## src/rtl/rom_streamer_if.sv

```systemverilog
// Command, ROM-port and output-stream signals of rom_streamer.
// Signal prefixes are from the streamer's side: master = streamer, slave = its environment.
interface rom_streamer_if #(
  parameter int unsigned WIDTH = 8,
  parameter int unsigned DEPTH = 4096
);
  localparam int unsigned AW = $clog2(DEPTH);

  logic             i_start;
  logic [AW-1:0]    i_base;
  logic [AW:0]      i_count;
  logic             o_busy;
  logic             o_done;
  logic             o_rom_en;
  logic [AW-1:0]    o_rom_addr;
  logic [WIDTH-1:0] i_rom_data;
  logic             o_out_valid;
  logic             i_out_ready;
  logic [WIDTH-1:0] o_out_data;
  logic             o_out_last;

  modport master (
    input  i_start, i_base, i_count, i_rom_data, i_out_ready,
    output o_busy, o_done, o_rom_en, o_rom_addr, o_out_valid, o_out_data, o_out_last
  );

  modport slave (
    output i_start, i_base, i_count, i_rom_data, i_out_ready,
    input  o_busy, o_done, o_rom_en, o_rom_addr, o_out_valid, o_out_data, o_out_last
  );
endinterface

```

## src/rtl/rom_streamer.sv

```systemverilog
// Walks a contiguous ROM address range on command and streams the read data out
// through a 4-entry skid FIFO with valid/ready and a last flag.
module rom_streamer #(
  parameter int unsigned WIDTH = 8,
  parameter int unsigned DEPTH = 4096
) (
  input logic            clk,
  input logic            rst,
  rom_streamer_if.master bus
);
  localparam int unsigned AW   = $clog2(DEPTH);
  localparam int unsigned CNTW = AW + 1;
  localparam int unsigned FD   = 4;
  localparam int unsigned PW   = 2;
  localparam int unsigned CW   = 3;

  typedef enum logic {S_IDLE, S_RUN} state_t;

  state_t           r_state;
  logic [CNTW-1:0]  r_remain;
  logic             r_rom_en;
  logic             r_rom_last;
  logic [AW-1:0]    r_rom_addr;
  logic             r_cap;
  logic             r_cap_last;
  logic             r_zero_done;
  logic [WIDTH-1:0] r_fifo_data [FD];
  logic [FD-1:0]    r_fifo_last;
  logic [PW-1:0]    r_wr_ptr;
  logic [PW-1:0]    r_rd_ptr;
  logic [CW-1:0]    r_fifo_cnt;

  logic             w_valid;
  logic             w_pop;
  logic             w_last_pop;
  logic             w_issue;
  logic [CW-1:0]    w_pending;
  logic [CW-1:0]    w_outstanding;

  // Pending counts the read on the ROM port plus the word about to be captured, so
  // fifo + pending can never exceed the FIFO depth.
  assign w_valid       = (r_fifo_cnt != '0);
  assign w_pop         = w_valid && bus.i_out_ready;
  assign w_last_pop    = w_pop && r_fifo_last[r_rd_ptr];
  assign w_pending     = CW'(r_rom_en) + CW'(r_cap);
  assign w_outstanding = r_fifo_cnt + w_pending;
  assign w_issue       = (r_state == S_RUN) && (r_remain != '0) && (w_outstanding < CW'(FD));

  assign bus.o_busy      = (r_state == S_RUN);
  assign bus.o_done      = r_zero_done || w_last_pop;
  assign bus.o_rom_en    = r_rom_en;
  assign bus.o_rom_addr  = r_rom_addr;
  assign bus.o_out_valid = w_valid;
  assign bus.o_out_data  = w_valid ? r_fifo_data[r_rd_ptr] : '0;
  assign bus.o_out_last  = w_valid && r_fifo_last[r_rd_ptr];

  // Command FSM, read issue and FIFO bookkeeping.
  always_ff @(posedge clk) begin
    if (rst) begin
      r_state     <= S_IDLE;
      r_remain    <= '0;
      r_rom_en    <= 1'b0;
      r_rom_last  <= 1'b0;
      r_rom_addr  <= '0;
      r_cap       <= 1'b0;
      r_cap_last  <= 1'b0;
      r_zero_done <= 1'b0;
      r_fifo_last <= '0;
      r_wr_ptr    <= '0;
      r_rd_ptr    <= '0;
      r_fifo_cnt  <= '0;
    end else begin
      r_zero_done <= 1'b0;
      r_rom_en    <= 1'b0;
      r_rom_last  <= 1'b0;
      r_cap       <= r_rom_en;
      r_cap_last  <= r_rom_last;

      case (r_state)
        S_IDLE: begin
          if (bus.i_start) begin
            if (bus.i_count == '0) begin
              r_zero_done <= 1'b1;
            end else begin
              r_state    <= S_RUN;
              r_rom_en   <= 1'b1;
              r_rom_addr <= bus.i_base;
              r_rom_last <= (bus.i_count == CNTW'(1));
              r_remain   <= bus.i_count - CNTW'(1);
            end
          end
        end
        S_RUN: begin
          if (w_issue) begin
            r_rom_en   <= 1'b1;
            r_rom_addr <= r_rom_addr + AW'(1);
            r_rom_last <= (r_remain == CNTW'(1));
            r_remain   <= r_remain - CNTW'(1);
          end
          if (w_last_pop) begin
            r_state <= S_IDLE;
          end
        end
        default: r_state <= S_IDLE;
      endcase

      if (r_cap) begin
        r_fifo_last[r_wr_ptr] <= r_cap_last;
        r_wr_ptr              <= r_wr_ptr + PW'(1);
      end
      if (w_pop) begin
        r_rd_ptr <= r_rd_ptr + PW'(1);
      end
      case ({r_cap, w_pop})
        2'b10:   r_fifo_cnt <= r_fifo_cnt + CW'(1);
        2'b01:   r_fifo_cnt <= r_fifo_cnt - CW'(1);
        default: r_fifo_cnt <= r_fifo_cnt;
      endcase
    end
  end

  // Data storage needs no reset: the head is masked whenever the FIFO is empty.
  always_ff @(posedge clk) begin
    if (r_cap) begin
      r_fifo_data[r_wr_ptr] <= bus.i_rom_data;
    end
  end
endmodule

```

## src/flat_wrapper.sv

```systemverilog
// flat-port wrapper written by rule: the top's interface ports become plain ports
module rom_streamer_flat 
#(
  parameter int unsigned WIDTH = 8,
  parameter int unsigned DEPTH = 4096
)
  (clk, rst, bus_i_start, bus_i_base, bus_i_count, bus_i_rom_data, bus_i_out_ready, bus_o_busy, bus_o_done, bus_o_rom_en, bus_o_rom_addr, bus_o_out_valid, bus_o_out_data, bus_o_out_last);
  rom_streamer_if #(.WIDTH(WIDTH), .DEPTH(DEPTH)) bus_i ();
  input logic clk;
  input logic rst;
  input wire logic [$bits(bus_i.i_start)-1:0] bus_i_start;
  input wire logic [$bits(bus_i.i_base)-1:0] bus_i_base;
  input wire logic [$bits(bus_i.i_count)-1:0] bus_i_count;
  input wire logic [$bits(bus_i.i_rom_data)-1:0] bus_i_rom_data;
  input wire logic [$bits(bus_i.i_out_ready)-1:0] bus_i_out_ready;
  output wire logic [$bits(bus_i.o_busy)-1:0] bus_o_busy;
  output wire logic [$bits(bus_i.o_done)-1:0] bus_o_done;
  output wire logic [$bits(bus_i.o_rom_en)-1:0] bus_o_rom_en;
  output wire logic [$bits(bus_i.o_rom_addr)-1:0] bus_o_rom_addr;
  output wire logic [$bits(bus_i.o_out_valid)-1:0] bus_o_out_valid;
  output wire logic [$bits(bus_i.o_out_data)-1:0] bus_o_out_data;
  output wire logic [$bits(bus_i.o_out_last)-1:0] bus_o_out_last;
  assign bus_i.i_start = bus_i_start;
  assign bus_i.i_base = bus_i_base;
  assign bus_i.i_count = bus_i_count;
  assign bus_i.i_rom_data = bus_i_rom_data;
  assign bus_i.i_out_ready = bus_i_out_ready;
  assign bus_o_busy = bus_i.o_busy;
  assign bus_o_done = bus_i.o_done;
  assign bus_o_rom_en = bus_i.o_rom_en;
  assign bus_o_rom_addr = bus_i.o_rom_addr;
  assign bus_o_out_valid = bus_i.o_out_valid;
  assign bus_o_out_data = bus_i.o_out_data;
  assign bus_o_out_last = bus_i.o_out_last;
  rom_streamer #(.WIDTH(WIDTH), .DEPTH(DEPTH)) u_core (.clk(clk), .rst(rst), .bus(bus_i));
endmodule
```

## config.mk

```make
export PLATFORM = sky130hd
export DESIGN_NAME = rom_streamer_flat
export DESIGN_NICKNAME = d
export VERILOG_FILES = /design/src/rtl/rom_streamer_if.sv /design/src/rtl/rom_streamer.sv /design/src/flat_wrapper.sv
export SDC_FILE = /design/constraint.sdc
export NUM_CORES = 1
export LEC_CHECK = 0
export CORE_MARGIN = 5
export CORE_UTILIZATION = 30
export CTS_BUF_LIST = sky130_fd_sc_hd__clkbuf_8
export DETAILED_ROUTE_END_ITERATION = 12
export GPL_TIMING_DRIVEN = 0
export PLACE_DENSITY = 0.57
export SETUP_SLACK_MARGIN = 0.5
export SLEW_MARGIN = 20
export SYNTH_ARGS = -nofsm -noshare
export SYNTH_HDL_FRONTEND = slang
export SYNTH_SLANG_ARGS = --single-unit
```

## constraint.sdc

```tcl
create_clock -name clk -period 3.3 [get_ports clk]
set_input_delay 0.825 -clock clk [delete_from_list [all_inputs] [get_ports clk]]
set_output_delay 0.825 -clock clk [all_outputs]
set_load 0.1 [all_outputs]
```

==> results of run 1 <==
worst register-to-register path, delay by kind of cell (launching register included):
family                     cells  cell delay, ns
DFF                            1            0.52
adders and majority gates      2            0.43
muxes                          1            0.36
buffers and inverters          1            0.18
AOI/OAI and AO/OA              4            0.92
cell usage after synthesis (4+ instances only):
cell type / instances / area (um^2)
sky130_fd_sc_hd__nor2_1: 31 / 116.4
sky130_fd_sc_hd__o21ai_2: 6 / 52.55
sky130_fd_sc_hd__o21a_1: 4 / 30.03
sky130_fd_sc_hd__a21oi_1: 29 / 145.1
sky130_fd_sc_hd__nand3_1: 7 / 35.03
sky130_fd_sc_hd__nand4_1: 4 / 25.02
sky130_fd_sc_hd__clkbuf_1: 14 / 52.55
sky130_fd_sc_hd__xor2_1: 6 / 52.55
sky130_fd_sc_hd__edfxtp_1: 32 / 960.9
sky130_fd_sc_hd__mux2i_1: 6 / 60.06
sky130_fd_sc_hd__or3_1: 7 / 43.79
sky130_fd_sc_hd__nor2b_1: 6 / 37.54
sky130_fd_sc_hd__o21ai_0: 7 / 35.03
sky130_fd_sc_hd__nand2b_1: 6 / 37.54
sky130_fd_sc_hd__inv_1: 11 / 41.29
sky130_fd_sc_hd__ha_1: 14 / 175.2
sky130_fd_sc_hd__nand2_1: 36 / 135.1
sky130_fd_sc_hd__and2_1: 14 / 87.58
sky130_fd_sc_hd__nor4_1: 5 / 31.28
sky130_fd_sc_hd__dfxtp_1: 44 / 880.8
sky130_fd_sc_hd__o32ai_1: 9 / 78.83
sky130_fd_sc_hd__mux4_2: 9 / 202.7
sky130_fd_sc_hd__nor3_1: 11 / 55.05
sky130_fd_sc_hd__xnor2_1: 6 / 52.55
sky130_fd_sc_hd__or4_1: 4 / 30.03
where the power goes:
| part | internal, uW | switching (uW) |
|---|---|---|
| Combinational | 356 | 842 |
| Sequential | 1050 | 82.5 |
| Clock | 290 | 395 |
| Total | 1690 | 1320 |
flip-flops by register name, summed over array words and instances (netlist names), named ones only:
name / count
u_core.bus.o_rom_addr: 12
u_core.r_fifo_cnt: 3
u_core.r_wr_ptr: 2
u_core.bus.o_rom_en: 1
u_core.bus.o_busy: 1
u_core.r_rd_ptr: 2
u_core.r_fifo_last: 4
u_core.r_rom_last: 1
u_core.r_remain: 13
u_core.r_cap_last: 1
u_core.r_fifo_data: 32
u_core.r_cap: 1
u_core.r_zero_done: 1
final timing paths:
path	slack, ns	to	from
setup / recovery	0.53	bus_o_done	bus_i_out_ready
hold / removal	0.46	u_core.r_cap_last$_SDFF_PP0_	u_core.r_rom_last$_SDFF_PP0_
setup reg to reg	0.83	u_core.r_remain[10]$_SDFFE_PP0P_	u_core.r_cap$_SDFF_PP0_
hold reg to reg	0.46	u_core.r_cap_last$_SDFF_PP0_	u_core.r_rom_last$_SDFF_PP0_
timing repair:
action / CTS / global route
gates resized for setup: 62 / 11
hold endpoints to repair: 0 / 0
setup endpoints to repair: 16 / 7
kinds of logic (layout without fill, tap and decap cells):
kind of cell             count (synthesis)  count (layout)  share of synthesized area [%]
XOR/XNOR                                12              12                          2.619
AND/OR/NAND/NOR                        145             145                          19.77
flip-flops                              76              76                          45.90
multiplexers                            16              16                          6.891
AO/OA/AOI/OAI                           90              90                          15.87
adder cells (fa/ha/maj)                 15              15                          4.864
buffers and inverters                   33             110                          4.085
final cells by class:
cell class / count / area share (%)
well taps: 176 / 4.387
plain buffers: 21 / 2.493
flip-flops and latches: 76 / 36.69
multi-input cells: 278 / 40.20
inverters: 12 / 0.8973
clock buffers: 9 / 2.468
clock inverters: 7 / 1.246
repair buffers: 61 / 11.62
metrics by stage:
stage	total power [uW]	worst slack (ns)
detailed placement	2389	-0.5095
CTS	3046	0.3662
finish	3013	0.5280
global route	3174	0.4666
floorplan	2064	0.5358
global placement	2378	-0.5278
metal layers:
metal,global-route usage (%),part of all wire [%],up-vias,wire [um]
li1,-,-,1589,-
met1,17.10,44,1577,4608
met2,23.79,50,85,5256
met3,3.387,5.1,10,539
met4,3.189,0.99,0,104
met5,0,0,-,0
==> reports/summary.md, run 1 <==
The run gives 38.06% as the post-layout utilization of the core. Yosys printed 0 warnings. At the worst endpoint, the required time is 2.47 ns. The worst hold path cell count works out to 1.

The first global-routing pass estimated 17,620 um of wire. The tools report the post-detailed-route count of antenna-violating nets as 0. Traced cell by cell, the critical path runs through clkdlybuf4s50_1 > and2_1 > clkbuf_2 > nand2_2 > nand2b_4 > buf_12. The cell count after synthesis came out at 387. Counting flops with an async set or reset pin after synthesis yields a share of 0%. TritonCTS built the clock tree. In this run the power density over the cells is 600.2 nW/um^2.

The residual DRC count is 0, and the summed area of non-filler cells in the final layout is 5020 um^2. The number of failing setup endpoints in the final timing report was 0. IR analysis of the VDD net gives a maximum drop of 285.1 uV.

The length of the first detailed-routing pass in iterations was 4. The floorplan has 42 rows. STA classifies the critical path startpoint as an input pin. Counting both buffers and inverters, the worst setup path holds a total of 3. After clock tree synthesis, the flow added hold-fix buffers numbering 0.

The routed design has 10,510 um of wire. Setup repair after global routing could not meet its margin everywhere. For the initial antenna violation count, the log shows 0. Using the TritonRoute via totals, the vias-per-cell ratio works out to 5.095. The initial standard-cell utilization of the core is 30.42%, and the transition time at the pin with the least slew margin is 0.9847 ns.

The clock net in this run drives a total of 76 sinks. The logs give 0 for the number of pins exceeding their max-slew limit in the final report and 4013 um^2 for the total standard cell area after synthesis. The critical path depth is 6.

The number of buffers between clock root and the deepest sink came out at 2. The worst hold path belongs to the class flip-flop to flip-flop. In this run the worst path has a maximum fanout of 4. The relative area change from synthesis to final layout is 25.10%.

The post-CTS clock slew at the launch and capture registers of the worst setup and hold paths was 0.09 ns; the antenna cell count was 0. In this run the post-CTS setup repair buffer count came out at 0. STA classifies the critical path endpoint as an output pin. For the total count of hold-check failures in the final report, the log shows 0. The tree is rooted in a sky130_fd_sc_hd__clkbuf_8. Number of register bits inferred by synthesis: 76. The run gives 1.95 ns as the arrival time at the worst endpoint. Among all flip-flop cells after synthesis, the most frequent one is sky130_fd_sc_hd__dfxtp_1. The final layout contains 511 nets.

The number of cell instances on the worst register-to-register path is 8, and the count of distinct cell types in the synthesized netlist is 61. The number of H-tree branching levels was 3; the die area was 15,790 um^2. The floorplan die width was 125.7 um; the net count after synthesis was 439. The run gives 3,362 as the number of global-route vias before repair. The register area came out at 1842 um^2. The time the final worst path needs with I/O delays and setup was 2.772 ns. For the total number of vias, the log shows 3,261. The top cell types in the final layout, fill and taps aside, are sky130_fd_sc_hd__dfxtp_1 (44), sky130_fd_sc_hd__clkdlybuf4s50_1 (40), sky130_fd_sc_hd__nand2_1 (35). The worst setup path is of the input pin to output pin kind. The instance area at placement is 4845 um^2, and the final period utilization is 84.00%. Summing all multi-input logic gate instances after layout gives 2018 um^2.

Excluding fillers, the count of instances in the completed layout stands at 640. Global routing used 13.66% of the available tracks across all layers. The dominant delay contributor by cell family on the critical path was buffers and inverters.

The logs give 9 for the total CTS buffers and 0 for the aggregate global routing overflow. On the critical path, the stage with the largest delay is an instance of sky130_fd_sc_hd__clkdlybuf4s50_1. The run gives 7643 um as the detailed placement HPWL. The average instance in the mapped netlist occupies 10.37 um^2. The core region is 13,190 um^2. Across all hold checks on the routed design, the worst slack comes to 0.4572 ns. For the post-synthesis sequential area ratio, the log shows 45.90%.

Entering global routing, the biggest net connects 17 pins. The maximum single-stage delay on the critical path works out to 0.49 ns. For the max capacitance violation total, the log shows 0. In this run the count of I/O pins placed on the die edge is 62. The filler cells instantiated in the layout total 1,304. The run gives 0.3608 GHz as the fmax. The routability congestion estimate from global placement was 0.8147. Input and output buffers added on the ports amount to 61. Of the cells placed in the final design, the portion with a size suffix greater than 1 is 15.52%. For the post-route clock skew, the log shows 0.006769 ns. Leaving out fill and tap cells, the most frequent cell in the layout is sky130_fd_sc_hd__dfxtp_1. The run finished with clean final reports. The routed wirelength normalized by instance count is 16.42 um. In this run the tightest slew margin relative to its limit is 34.25%. Once placement completed, the tool counted placed cells totaling 624.

Measured along the y axis, the die boundary spans 125.7 um. The run gives 0 ns as the final sum of negative setup slack. The number of synthesized flops with an enable pin came out at 32. The worst-skew pair later-pin latency is 0.35 ns, and the number of DRC markers in iteration 0 is 192. The run gives 0.001782 uW as the static power due to leakage.
No activity file was read; power rests on OpenSTA's default activity.
==> run 2, diff against run 1 <==
--- a/config.mk
+++ b/config.mk
@@ -10,7 +10,7 @@
 export CTS_BUF_LIST = sky130_fd_sc_hd__clkbuf_8
 export DETAILED_ROUTE_END_ITERATION = 12
 export GPL_TIMING_DRIVEN = 0
-export PLACE_DENSITY = 0.57
+export PLACE_DENSITY = 0.58
 export SETUP_SLACK_MARGIN = 0.5
 export SLEW_MARGIN = 20
 export SYNTH_ARGS = -nofsm -noshare
==> constraint.sdc (replaced) <==
create_clock -name clk -period 2.35 [get_ports clk]
set_input_delay 0.5875 -clock clk [delete_from_list [all_inputs] [get_ports clk]]
set_output_delay 0.5875 -clock clk [all_outputs]
set_load 0.1 [all_outputs]
==> reports/summary.md, run 2 (synthesis gave the netlist of run 1 again) <==
The post-CTS clock slew at the launch and capture registers of the worst setup and hold paths is 0.08 ns (about the same). The run finished with clean final reports. The run gives 0.002141 uW (+20%) as the static power due to leakage. TritonCTS built the clock tree. The tools report the number of top-level design ports as 62 (unchanged).

The floorplan die height came out at 125.7 um (unchanged). The number of I/O port buffers works out to 61 (unchanged). Kind of end point of the critical path: an output pin. The number of buffers between clock root and the deepest sink is 2 (unchanged), and the peak supply drop is 374.9 uV (+31%). The total CTS buffers is 9 (unchanged), and the final period utilization is 95.89%. Top register by number of flip-flops: u_core.r_fifo_data.

The area growth from synthesis to layout is 52.32%. The total number of vias is 3,455 (+5.9%), and the post-detailed-route count of antenna-violating nets is 0 (unchanged). The run gives 544 (+6.5%) as the final layout net count.

The worst setup timing slack at the placement stage is -0.8989 ns (-0.3893 ns), and the post-cts hold buffer count is 0 (unchanged). The initial antenna violation count came out at 0 (unchanged). The critical path goes through buf_12 > mux4_2 > and2_4 > buf_12. The tools report the total wirelength of the detailed-routed design as 11,670 um (+11%). The routed wirelength normalized by instance count is 17.34 um (+5.6%), and the layout cell share with drive strength beyond 1 is 41.85% (+26 points). For the residual DRC count, the log shows 0 (unchanged).

Transition time at the pin with the least slew margin: 0.8431 ns (-0.1417 ns). The run gives 0 (unchanged) as the aggregate global routing overflow. The fmax is 0.4438 GHz. On the critical path, the stage with the largest delay is an instance of sky130_fd_sc_hd__mux4_2. The post-detailed-route via-to-cell ratio is 5.134 (+0.75%).

The number of buffers and inverters on the critical path came out at 2 (-1). The antenna cell count is 0 (unchanged), and the number of DRC markers in iteration 0 is 206 (+7.3%). The logs give 0.009990 ns (+0.003221 ns) for the post-route clock skew and 13,190 um^2 (unchanged) for the area inside the core boundary. The worst hold-check slack was 0.4450 ns (-0.01220 ns); the total count of hold-check failures in the final report was 0 (unchanged). The detailed placement HPWL was 7677 um (+0.44%).

The number of instances in the placed design is 624 (unchanged). Slack of the critical path: 0.09652 ns (-0.4315 ns). The data required time of the worst path was 1.76 ns (-0.71 ns); the length of the first detailed-routing pass in iterations was 4 (unchanged). The number of H-tree branching levels was 3 (unchanged). The number of pins exceeding their max-slew limit in the final report is 0 (unchanged), and the total number of placement rows is 42 (unchanged). In the layout the commonest cells are sky130_fd_sc_hd__nand2_1 (32), sky130_fd_sc_hd__edfxtp_1 (32), sky130_fd_sc_hd__dfxtp_1 (27).

Clock tree synthesis selected as its root buffer the cell sky130_fd_sc_hd__clkbuf_8. The max capacitance violation total came out at 0 (unchanged). The tools report the global-route wire length before repair as 18,610 um (+5.6%). Among the stages of the critical path, the cell type that occurs most often is sky130_fd_sc_hd__buf_12. The worst setup path is of the flip-flop to output pin kind. The run gives 14.58% (+0.92 points) as the overall track demand over capacity in global routing. The maximum single-stage delay on the critical path came out at 0.50 ns (about the same). The run gives 43.80% (+9.6 points) as the normalized max-slew margin.

The run gives 15,790 um^2 (unchanged) as the die area. For the worst-skew pair later-pin latency, the log shows 0.35 ns (about the same). The non-filler instance count after layout is 673 (+5.2%).

Time the final worst path needs with I/O delays and setup: 2.253 ns. The worst setup path is launched from a flip-flop. The arrival time at the worst endpoint is 1.67 ns (-0.28 ns). Setup repair after global routing could not meet its margin everywhere. In this run the worst hold path is classified as flip-flop to flip-flop. The number of failing setup endpoints in the final timing report was 0 (unchanged). The largest net degree at the start of global routing came out at 14 (-3). The highest fanout seen on the critical path works out to 8 (+4). The floorplan die width is 125.7 um (unchanged), and the number of global-route vias before repair is 3,623 (+7.8%).

In this design, the largest share of critical-path delay is due to multiplexers. The total power per unit cell area was 865.9 nW/um^2 (+44%); the initial standard-cell utilization of the core was 30.42% (unchanged). The total number of clock tree sinks came out at 76 (unchanged). The routability congestion estimate from global placement is 0.8700 (+6.8%).

The flip-flop count of the largest register, all copies and words added is 32 (unchanged).
-- run 2: changes by cell type in the layout (fill, tap and decap cells not counted), sizes merged, moves of 2 or more --
cell / change
buf: +46
bufinv: +2
clkbuf: +5
clkdlybuf4s50: -16
clkinv: +2
dlymetal6s2s: -4
inv: -4
-- run 2: final cells by class --
cell class	instances	area, um^2
Clock buffer	9	123.9
Tap cell	176	220.2
Timing Repair Buffer	94	1074
Buffer	21	198.9
Multi-Input combinational cell	278	2477
Fill cell	1179	7078
Inverter	12	45.04
Sequential cell	76	1881
Clock inverter	7	92.59
-- run 2: stage by stage --
step	util, %	setup TNS, ns	total power, uW	cell area [um^2]
after floorplan	-	0	3072	4233
after global placement	38.39	-14.20	3501	5064
after detailed placement	38.39	-15.38	3523	5064
after CTS	45.08	0	5209	5946
after global routing	46.34	0	5512	6112
final	46.34	0	5292	6112
-- run 2: where the power goes --
| group | leakage, uW | total (uW) | switching, uW | internal [uW] |
|---|---|---|---|---|
| Clock | 0.000108 | 1090 | 495 | 594 |
| Sequential | 0.000658 | 1620 | 130 | 1490 |
| Combinational | 0.00137 | 2590 | 1420 | 1170 |
-- run 2: final timing paths --
check                               startpoint                           endpoint  slack [ns]  depth (start not counted)
max                                  flip-flop                  bus_o_out_data[7]         0.1                          4
min reg2reg       u_core.r_rom_last$_SDFF_PP0_       u_core.r_cap_last$_SDFF_PP0_        0.45                          1
max reg2reg  u_core.r_fifo_cnt[0]$_SDFFE_PP0P_  u_core.r_fifo_cnt[2]$_SDFFE_PP0P_        0.19                         10
min               u_core.r_rom_last$_SDFF_PP0_       u_core.r_cap_last$_SDFF_PP0_        0.45                          1
-- run 2: worst register-to-register path: cells and delay by family, from the launching register on --
kind | cells | cell delay [ns]
AO/OA/AOI/OAI | 1 | 0.14
XOR/XNOR | 1 | 0.08
adder cells (fa/ha/maj) | 2 | 0.37
buffers and inverters | 3 | 0.29
flip-flops | 1 | 0.35
AND/OR/NAND/NOR | 3 | 0.87
-- run 2: metal layers --
metal  wire length [um]  GRT usage, %  share of wire, %
met5                  0             0                 0
met2               6109         26.24                52
met1               4857         16.97                42
met4                237         4.847               2.0
met3                463         3.556               4.0
-- run 2: repair_timing --
action / 4_1_cts / 5_1_grt
setup endpoints to repair: 55 / 47
pin swaps: 45 / 16
gates cloned: 4 / 0
gates resized for setup: 255 / 37
setup buffers: 22 / 7
